--- src/rtl/timer_counter.sv ---
// Prescaled down-counter timing stage: IDLE/RUN control with one-shot or
// auto-reload expiry, a one-cycle expiry pulse and a sticky interrupt flag.
module timer_counter #(
    parameter int WIDTH      = 16,
    parameter int PRESCALE_W = 8
) (
    input  logic                  clk,
    input  logic                  clr_b,
    input  logic                  start,
    input  logic                  stop,
    input  logic [WIDTH-1:0]      load_val,
    input  logic [PRESCALE_W-1:0] prescale,
    input  logic                  auto_reload,
    input  logic                  irq_clr,
    output logic [WIDTH-1:0]      count,
    output logic                  running,
    output logic                  expired,
    output logic                  irq
);

    typedef enum logic [0:0] {
        IDLE = 1'b0,
        RUN  = 1'b1
    } state_t;

    localparam logic [WIDTH-1:0]      CNT_ZERO = {WIDTH{1'b0}};
    localparam logic [WIDTH-1:0]      CNT_ONE  = {{(WIDTH-1){1'b0}}, 1'b1};
    localparam logic [PRESCALE_W-1:0] PSC_ZERO = {PRESCALE_W{1'b0}};
    localparam logic [PRESCALE_W-1:0] PSC_ONE  = {{(PRESCALE_W-1){1'b0}}, 1'b1};

    state_t                  state_r;
    state_t                  state_nxt_s;
    logic [WIDTH-1:0]        count_r;
    logic [WIDTH-1:0]        count_nxt_s;
    logic [PRESCALE_W-1:0]   psc_r;
    logic [PRESCALE_W-1:0]   psc_nxt_s;
    logic                    running_r;
    logic                    expired_r;
    logic                    expired_nxt_s;
    logic                    irq_r;
    logic                    irq_nxt_s;

    logic                    load_nz_s;
    logic                    start_ok_s;
    logic                    tick_s;
    logic                    expire_s;
    logic                    reload_s;

    // Decode of the per-edge events shared by the next-state and output logic
    always_comb begin
        load_nz_s  = (load_val != CNT_ZERO);
        start_ok_s = start & load_nz_s;
        // >= (not ==) so a live reduction of prescale cannot overrun the count
        tick_s     = (state_r == RUN) & (psc_r >= prescale);
        expire_s   = tick_s & (count_r == CNT_ONE);
        reload_s   = auto_reload & load_nz_s;
    end

    // State register
    always_ff @(posedge clk or negedge clr_b) begin
        if (!clr_b) begin
            state_r <= IDLE;
        end else begin
            state_r <= state_nxt_s;
        end
    end

    // Next-state logic: stop beats start, start beats the tick
    always_comb begin
        state_nxt_s = state_r;
        if (stop) begin
            state_nxt_s = IDLE;
        end else if (start_ok_s) begin
            state_nxt_s = RUN;
        end else if (start) begin
            state_nxt_s = state_r;
        end else begin
            case (state_r)
                RUN: begin
                    if (expire_s && !reload_s) begin
                        state_nxt_s = IDLE;
                    end else if (tick_s && (count_r == CNT_ZERO)) begin
                        // Unreachable zero count in RUN: park safely without a pulse
                        state_nxt_s = IDLE;
                    end else begin
                        state_nxt_s = RUN;
                    end
                end
                IDLE: begin
                    state_nxt_s = IDLE;
                end
                default: begin
                    state_nxt_s = IDLE;
                end
            endcase
        end
    end

    // Output logic: next values of count, prescaler, expiry pulse and irq
    always_comb begin
        count_nxt_s   = count_r;
        psc_nxt_s     = psc_r;
        expired_nxt_s = 1'b0;
        if (stop) begin
            count_nxt_s = count_r;
            psc_nxt_s   = psc_r;
        end else if (start_ok_s) begin
            count_nxt_s = load_val;
            psc_nxt_s   = PSC_ZERO;
        end else if (start) begin
            count_nxt_s = count_r;
            psc_nxt_s   = psc_r;
        end else begin
            case (state_r)
                RUN: begin
                    if (tick_s) begin
                        psc_nxt_s = PSC_ZERO;
                        if (count_r > CNT_ONE) begin
                            count_nxt_s = count_r - CNT_ONE;
                        end else if (count_r == CNT_ONE) begin
                            expired_nxt_s = 1'b1;
                            count_nxt_s   = reload_s ? load_val : CNT_ZERO;
                        end else begin
                            count_nxt_s = CNT_ZERO;
                        end
                    end else begin
                        psc_nxt_s = psc_r + PSC_ONE;
                    end
                end
                IDLE: begin
                    count_nxt_s = count_r;
                    psc_nxt_s   = psc_r;
                end
                default: begin
                    count_nxt_s = count_r;
                    psc_nxt_s   = psc_r;
                end
            endcase
        end
        // A new expiry wins over a simultaneous clear
        if (expired_nxt_s) begin
            irq_nxt_s = 1'b1;
        end else if (irq_clr) begin
            irq_nxt_s = 1'b0;
        end else begin
            irq_nxt_s = irq_r;
        end
    end

    // Datapath and output registers
    always_ff @(posedge clk or negedge clr_b) begin
        if (!clr_b) begin
            count_r   <= CNT_ZERO;
            psc_r     <= PSC_ZERO;
            running_r <= 1'b0;
            expired_r <= 1'b0;
            irq_r     <= 1'b0;
        end else begin
            count_r   <= count_nxt_s;
            psc_r     <= psc_nxt_s;
            running_r <= (state_nxt_s == RUN);
            expired_r <= expired_nxt_s;
            irq_r     <= irq_nxt_s;
        end
    end

    assign count   = count_r;
    assign running = running_r;
    assign expired = expired_r;
    assign irq     = irq_r;

endmodule

--- config.mk ---
export PLATFORM = sky130hd
export DESIGN_NAME = timer_counter
export DESIGN_NICKNAME = d
export VERILOG_FILES = /design/src/rtl/timer_counter.sv
export SDC_FILE = /design/constraint.sdc
export NUM_CORES = 1
export LEC_CHECK = 0
export ABC_AREA = 1
export CAP_MARGIN = 20
export CORE_ASPECT_RATIO = 0.6
export CORE_MARGIN = 4
export CORE_UTILIZATION = 35
export DETAILED_ROUTE_END_ITERATION = 6
export HOLD_SLACK_MARGIN = 0.05
export REMOVE_ABC_BUFFERS = 1
export SETUP_SLACK_MARGIN = 0.15
export SLEW_MARGIN = 30
export SYNTH_ARGS = -nofsm -noshare
export SYNTH_HDL_FRONTEND = slang
export SYNTH_SLANG_ARGS = --single-unit
--- constraint.sdc ---
create_clock -name clk -period 1.9 [get_ports clk]
set_clock_uncertainty 0.2 [all_clocks]
set_input_delay 0.285 -clock clk [delete_from_list [all_inputs] [get_ports clk]]
set_output_delay 0.285 -clock clk [all_outputs]
set_load 0.01 [all_outputs]
==> results of run 1 <==
[routing by layer]
layer	vias up	routed length [um]	share of wire	global-route usage
met5	-	0	0	0
met3	4	586	0.076	0.03923
met1	1177	3830	0.50	0.2852
li1	1279	-	-	-
met4	0	50	0.0065	0.02322
met2	97	3210	0.42	0.2755
[stage by stage]
step,instance area (sq um),hold WS [ps],power [mW],TNS [ps],util
final,3582,190.5,2.675,-1684,0.5862
after global routing,3582,217.8,2.887,-3124,0.5862
after CTS,3430,196.0,2.569,-1260,0.5612
after detailed placement,3128,282.1,2.190,-14180,0.5119
after global placement,3128,269.1,2.173,-12320,0.5119
after floorplan,2145,-210.6,1.519,0,-
[power by group]
group          switching, mW  internal, mW  leakage (nW)  total, mW
registers             0.0830         0.680         0.355      0.763
clock network          0.189         0.151        0.0228      0.340
logic                  0.899         0.673          1.56       1.57
total                   1.17          1.50          1.93       2.68
[logic make-up (layout without fill, tap and decap cells)]
| logic type | count (synthesis) | count (layout) | synth area share |
|---|---|---|---|
| and+or+nand+nor | 217 | 219 | 0.4315 |
| buffers and inverters | 45 | 151 | 0.09230 |
| DFF | 27 | 27 | 0.3058 |
| AOI/OAI and AO/OA | 19 | 19 | 0.06456 |
| adders and majority gates | 11 | 11 | 0.06229 |
| xor gates and xnor gates | 11 | 11 | 0.04360 |
[layout make-up]
cell class                 instances  area share
timing repair buffer             110      0.2676
multi-input combinational        260      0.4628
sequential                        27      0.1890
tap                               84     0.02934
inverter                          37     0.03877
clock buffer                       4     0.01257
[cells in the final DEF (no fill, tap or decap), drive strengths merged]
master / synthesis / final
nand3: 41 / 41
a21boi: 2 / 2
a22o: 1 / 1
nor3: 1 / 1
ha: 11 / 11
o31ai: 1 / 1
dfrtp: 27 / 27
a21o: 1 / 1
dlymetal6s2s: 0 / 4
nand2: 118 / 120
o21ai: 6 / 6
xnor2: 2 / 2
dlygate4sd2: 0 / 22
xor2: 9 / 9
a21oi: 7 / 7
inv: 37 / 37
o211ai: 1 / 1
nor2: 41 / 41
nand3b: 2 / 2
nand4: 13 / 13
clkbuf: 0 / 5
clkdlybuf4s50: 0 / 22
buf: 8 / 61
and2: 1 / 1
[registers in the layout, summed over array words and instances, names as in the netlist]
register	flops
running	1
count	16
expired	1
irq	1
psc_r	8
[critical path, cell delays in order, from the launching register on]
cell and delay (ps):
dfrtp_1 450, ha_4 270, a21o_1 160, nor2_2 130, nand3_2 120, nand2_4 140
buf_4 130, buf_4 110, nand3b_1 110, a21oi_2 140
[timing repair]
action                                  CTS  global route
pin swaps                                16            22
endpoints found under the setup margin   44            28
gates cloned                              1             2
resized for setup                        69            35
buffers inserted                          7             1
[worst max-delay path by stage]
stage / cells after the start / start / to / slack, ps
6_report: 9 / psc_r[7] / psc_r[3] / -120
5_1_grt: 10 / psc_r[5] / psc_r[3] / -180
4_1_cts: 10 / psc_r[5] / count[3] / -80
3_5_place_dp: 11 / prescale[7] / count[0] / -630
3_3_place_gp: 11 / prescale[7] / count[1] / -530
2_1_floorplan: 9 / psc_r[6] / count[4] / 40
==> impl_metrics.csv, run 1 <==
group,metric,value,unit
yosys,ys_async_sr_fraction,1.000,
clocking,insertion_delay,280,ps
floorplanning,die_h,69.55,um
hold_path,hp-class,"in -> async",
job,cap_violations,0,
clocking,numCtsBuffers,3,
routing,vias,2557,
cells_and_area,regArea,676.9,sq um
timing,fin_crit,2022,ps
routing,routed_via_density,4.898,
timing,worstMarginPinSlew,465.0,ps
worst_setup_path,crit_type,"reg -> reg",
yosys,synth.top_cell.area_share,0.3058,
floorplanning,dieArea,7690,sq um
timing,fmax,494.5,MHz
clocking,clock_sinks,27,
clocking,cts-hold-fix-buffers,0,
clocking,h-tree-depth,1,
floorplanning,initial_core_util,0.3616,
placed_design,io_buffers,48,
worst_setup_path,cp_data_arrival_time,2030,ps
worst_setup_path,cp_max_fo,5,
cells_and_area,stdcell_count,522,
timing,period_share,1.064,
timing,final_max_slew_viol_count,0,
floorplanning,chipWidth,110.6,um
run_status,violations,"negative setup slack",
worst_setup_path,cp-start-kind,"register",
placed_design,dp_hpwl,5216,um
yosys,synth_common_cells,"nand2_1 (111), nand3_1 (40), inv_1 (37), nor2_1 (37), dfrtp_1 (27)",
worst_setup_path,rrSetupSlack,-120,ps
yosys,synth_ff_type,"dfrtp_1",
yosys,ys_ff_latch,27,
clocking,cts_buffer_depth,2,
routing,dr.pass1.iters,4,
placed_design,place.gp.congestion,0.8515,
run_status,status,"complete, but fails checks",
cells_and_area,layout-drive-gt1-share,0.3082,
global_routing,grt_overflow_total,0,
yosys,synth-edff-count,0,
routing,ant_nets,0,
yosys,netlist_area,2210,sq um
timing,worst_slack,-122.4,ps
cells_and_area,nets,480,
timing,rsz0062_at_grt,"true",
cells_and_area,multiInputGateArea,1658,sq um
timing,finalHoldViolCount,0,
yosys,synth_area_leader_cell,"dfrtp_1",
global_routing,grt_max_degree,28,
worst_setup_path,cp-end-kind,"register",
global_routing,grt_antenna_before_repair,0,
global_routing,grt_use_total,0.1866,
placed_design,dp_slack,-631.0,ps
clocking,root_buffer,"clkbuf_8",
yosys,synthCells,330,
yosys,yosysUniqueCellTypes,28,
cells_and_area,fillers,592,
power,power_density,746.8,nW/um^2
routing,wl,7677,um
yosys,yosysWarningCount,0,
cells_and_area,n_antenna_cell,0,
floorplanning,rows,22,
routing,post_drt_wl_per_cell,14.71,um
floorplanning,num_io_pins,49,
worst_setup_path,r2r-end,"psc_r[3]",
global_routing,grt_pass1_vias,2470,
clocking,clkSlewWorstSetupHoldPaths,100,ps
power,p_leak,1.935,nW
timing,setup_viol_count_final,23,
worst_setup_path,cp.required,1910,ps
worst_setup_path,worstRegToRegCells,9,
clocking,cts_tree,"yes",
cells_and_area,area_growth,62.12,%
yosys,ys_seq_area_frac,0.3058,
routing,drtIter0Drc,209,
yosys,syn_avg_cell_area,6.696,sq um
global_routing,grt_pass1_wl,11900,um
routing,drc,0,
timing,maxSlewHeadroom,0.6885,
yosys,yosys-top-cells-area,"dfrtp_1 (31%), nand2_1 (19%), nand3_1 (9.1%)",
power,ir_worst_vdd,0.3960,mV
placed_design,dp_cells,507,
yosys,synth.most_common_cell,"nand2_1",
worst_setup_path,regToRegStartpoint,"psc_r[7]",
floorplanning,core_area,6111,sq um
(Power assumes the default switching activity.)
==> run 2, diff against run 1 <==
- MAX_ROUTING_LAYER: unset -> met4
==> run 2 against run 1 <==
The flow still finishes with violations (negative setup slack). Via count increased by 0.43%. First-iteration DRC count is 10% lower. Combinational power about the same. Die area unchanged. Cell count is the same. Highest routed layer unchanged. Cell area did not move. Critical path type unchanged.
==> impl_metrics.csv, run 2 (synthesized netlist as in run 1, its figures left out) <==
group,metric,value,unit
run_status,status,"complete, but fails checks",
run_status,violations,"negative setup slack",
floorplanning,die_h,69.55,um
timing,rsz0062_at_grt,"true",
cells_and_area,nets,480,
global_routing,grt_max_degree,28,
placed_design,place.gp.congestion,0.8649,
worst_setup_path,worstRegToRegCells,9,
routing,dr.pass1.iters,7,
floorplanning,num_io_pins,49,
worst_setup_path,crit_type,"reg -> reg",
timing,worst_slack,-113.1,ps
worst_setup_path,cp_data_arrival_time,2020,ps
clocking,clock_sinks,27,
routing,wl,7661,um
timing,maxSlewHeadroom,0.6885,
worst_setup_path,cp.required,1910,ps
power,p_leak,1.935,nW
routing,post_drt_wl_per_cell,14.68,um
global_routing,grt_use_total,0.1921,
global_routing,grt_overflow_total,0,
timing,fmax,496.7,MHz
routing,routed_via_density,4.920,
cells_and_area,final_util,0.5862,
global_routing,grt_pass1_wl,11910,um
placed_design,dp_cells,507,
worst_setup_path,cp-start-kind,"register",
timing,fin_crit,2013,ps
placed_design,dp_slack,-631.0,ps
routing,ant_nets,0,
timing,finalHoldViolCount,0,
floorplanning,rows,22,
timing,period_share,1.060,
worst_setup_path,r2r-end,"psc_r[3]",
floorplanning,core_area,6111,sq um
worst_setup_path,cp-end-kind,"register",
floorplanning,chipWidth,110.6,um
cells_and_area,mostFrequentLayoutCells,"nand2_1 (89), buf_4 (60), nand3_1 (38)",
cells_and_area,n_antenna_cell,0,
clocking,insertion_delay,280,ps
clocking,cts_tree,"yes",
placed_design,dp_hpwl,5216,um
global_routing,grt_antenna_before_repair,0,
clocking,cts-hold-fix-buffers,0,
routing,drtIter0Drc,188,
worst_setup_path,cp_max_fo,5,
timing,worstMarginPinSlew,465.0,ps
clocking,root_buffer,"clkbuf_8",
cells_and_area,layout-drive-gt1-share,0.3082,
clocking,cts_buffer_depth,2,
routing,vias,2568,
cells_and_area,area_growth,62.12,%
global_routing,grt_pass1_vias,2466,
timing,setup_viol_count_final,23,
hold_path,hp-class,"in -> async",
clocking,numCtsBuffers,3,
worst_setup_path,rrSetupSlack,-110,ps
cells_and_area,postLayoutCellArea,3582,sq um
timing,final_max_slew_viol_count,0,
power,power_density,747.3,nW/um^2
job,cap_violations,0,
power,ir_worst_vdd,0.3948,mV
floorplanning,initial_core_util,0.3616,
clocking,clkSlewWorstSetupHoldPaths,100,ps
cells_and_area,stdcell_count,522,
placed_design,post_dp_cell_area,3128,sq um
placed_design,io_buffers,48,
cells_and_area,largest_reg_flops,16,
clocking,h-tree-depth,1,
cells_and_area,final_common_cell,"nand2_1",
floorplanning,dieArea,7690,sq um
worst_setup_path,regToRegStartpoint,"psc_r[7]",
routing,drc,0,
timing,fin_tns_setup,-1718,ps
run 2: cell counts in the layout (fill, tap and decap cells not counted):
No cell type changed its count.
run 2: layout make-up:
cell class | count | area [sq um]
Sequential cell | 27 | 676.9
Fill cell | 592 | 2529
Timing Repair Buffer | 110 | 958.4
Inverter | 37 | 138.9
Multi-Input combinational cell | 260 | 1658
Clock buffer | 4 | 45.04
Tap cell | 84 | 105.1
run 2: metrics by stage:
stage               power, mW  hold WS, ps
detailed placement      2.190        282.1
global route            2.888        217.8
floorplan               1.519       -210.6
global placement        2.173        269.1
finish                  2.677        187.5
CTS                     2.569        196.0
run 2: repair_timing:
action                                  in CTS  in global routing
gates cloned                                 1                  2
gates resized for setup                     69                 35
endpoints found under the setup margin      44                 28
pin swaps                                   16                 22
setup buffers                                7                  1
run 2: routing by layer:
| metal | vias to the layer above | track usage | share of wire |
|---|---|---|---|
| met4 | 0 | 0.02322 | 0.010 |
| met1 | 1170 | 0.2862 | 0.50 |
| met5 | - | - | 0 |
| li1 | 1281 | - | - |
| met2 | 107 | 0.2755 | 0.42 |
| met3 | 10 | 0.03836 | 0.074 |
run 2: worst max-delay path by stage:
stage	end	cells after the start	slack, ps	startpoint
floorplan	count[4]	9	40	psc_r[6]
finish	psc_r[3]	9	-110	psc_r[7]
global placement	count[1]	11	-530	prescale[7]
detailed placement	count[0]	11	-630	prescale[7]
CTS	count[3]	10	-80	psc_r[5]
global route	psc_r[3]	10	-180	psc_r[5]
run 2: critical path, stage by stage, from the launching register on:
cell	delay (ps)
dfrtp_1	440
ha_4	270
a21o_1	160
nor2_2	130
nand3_2	120
nand2_4	130
buf_4	130
buf_4	120
nand3b_1	110
a21oi_2	140
run 2: power by group:
part | internal [mW] | total [mW] | switching [mW]
logic | 0.674 | 1.57 | 0.900
clock network | 0.151 | 0.340 | 0.190
registers | 0.680 | 0.763 | 0.0831
total | 1.50 | 2.68 | 1.17
==> run 3, diff against run 2 <==
- CTS_CLUSTER_DIAMETER: unset -> 120
==> results of run 3 <==
The final DEF is identical to that of run 2; final timing and power are the same.
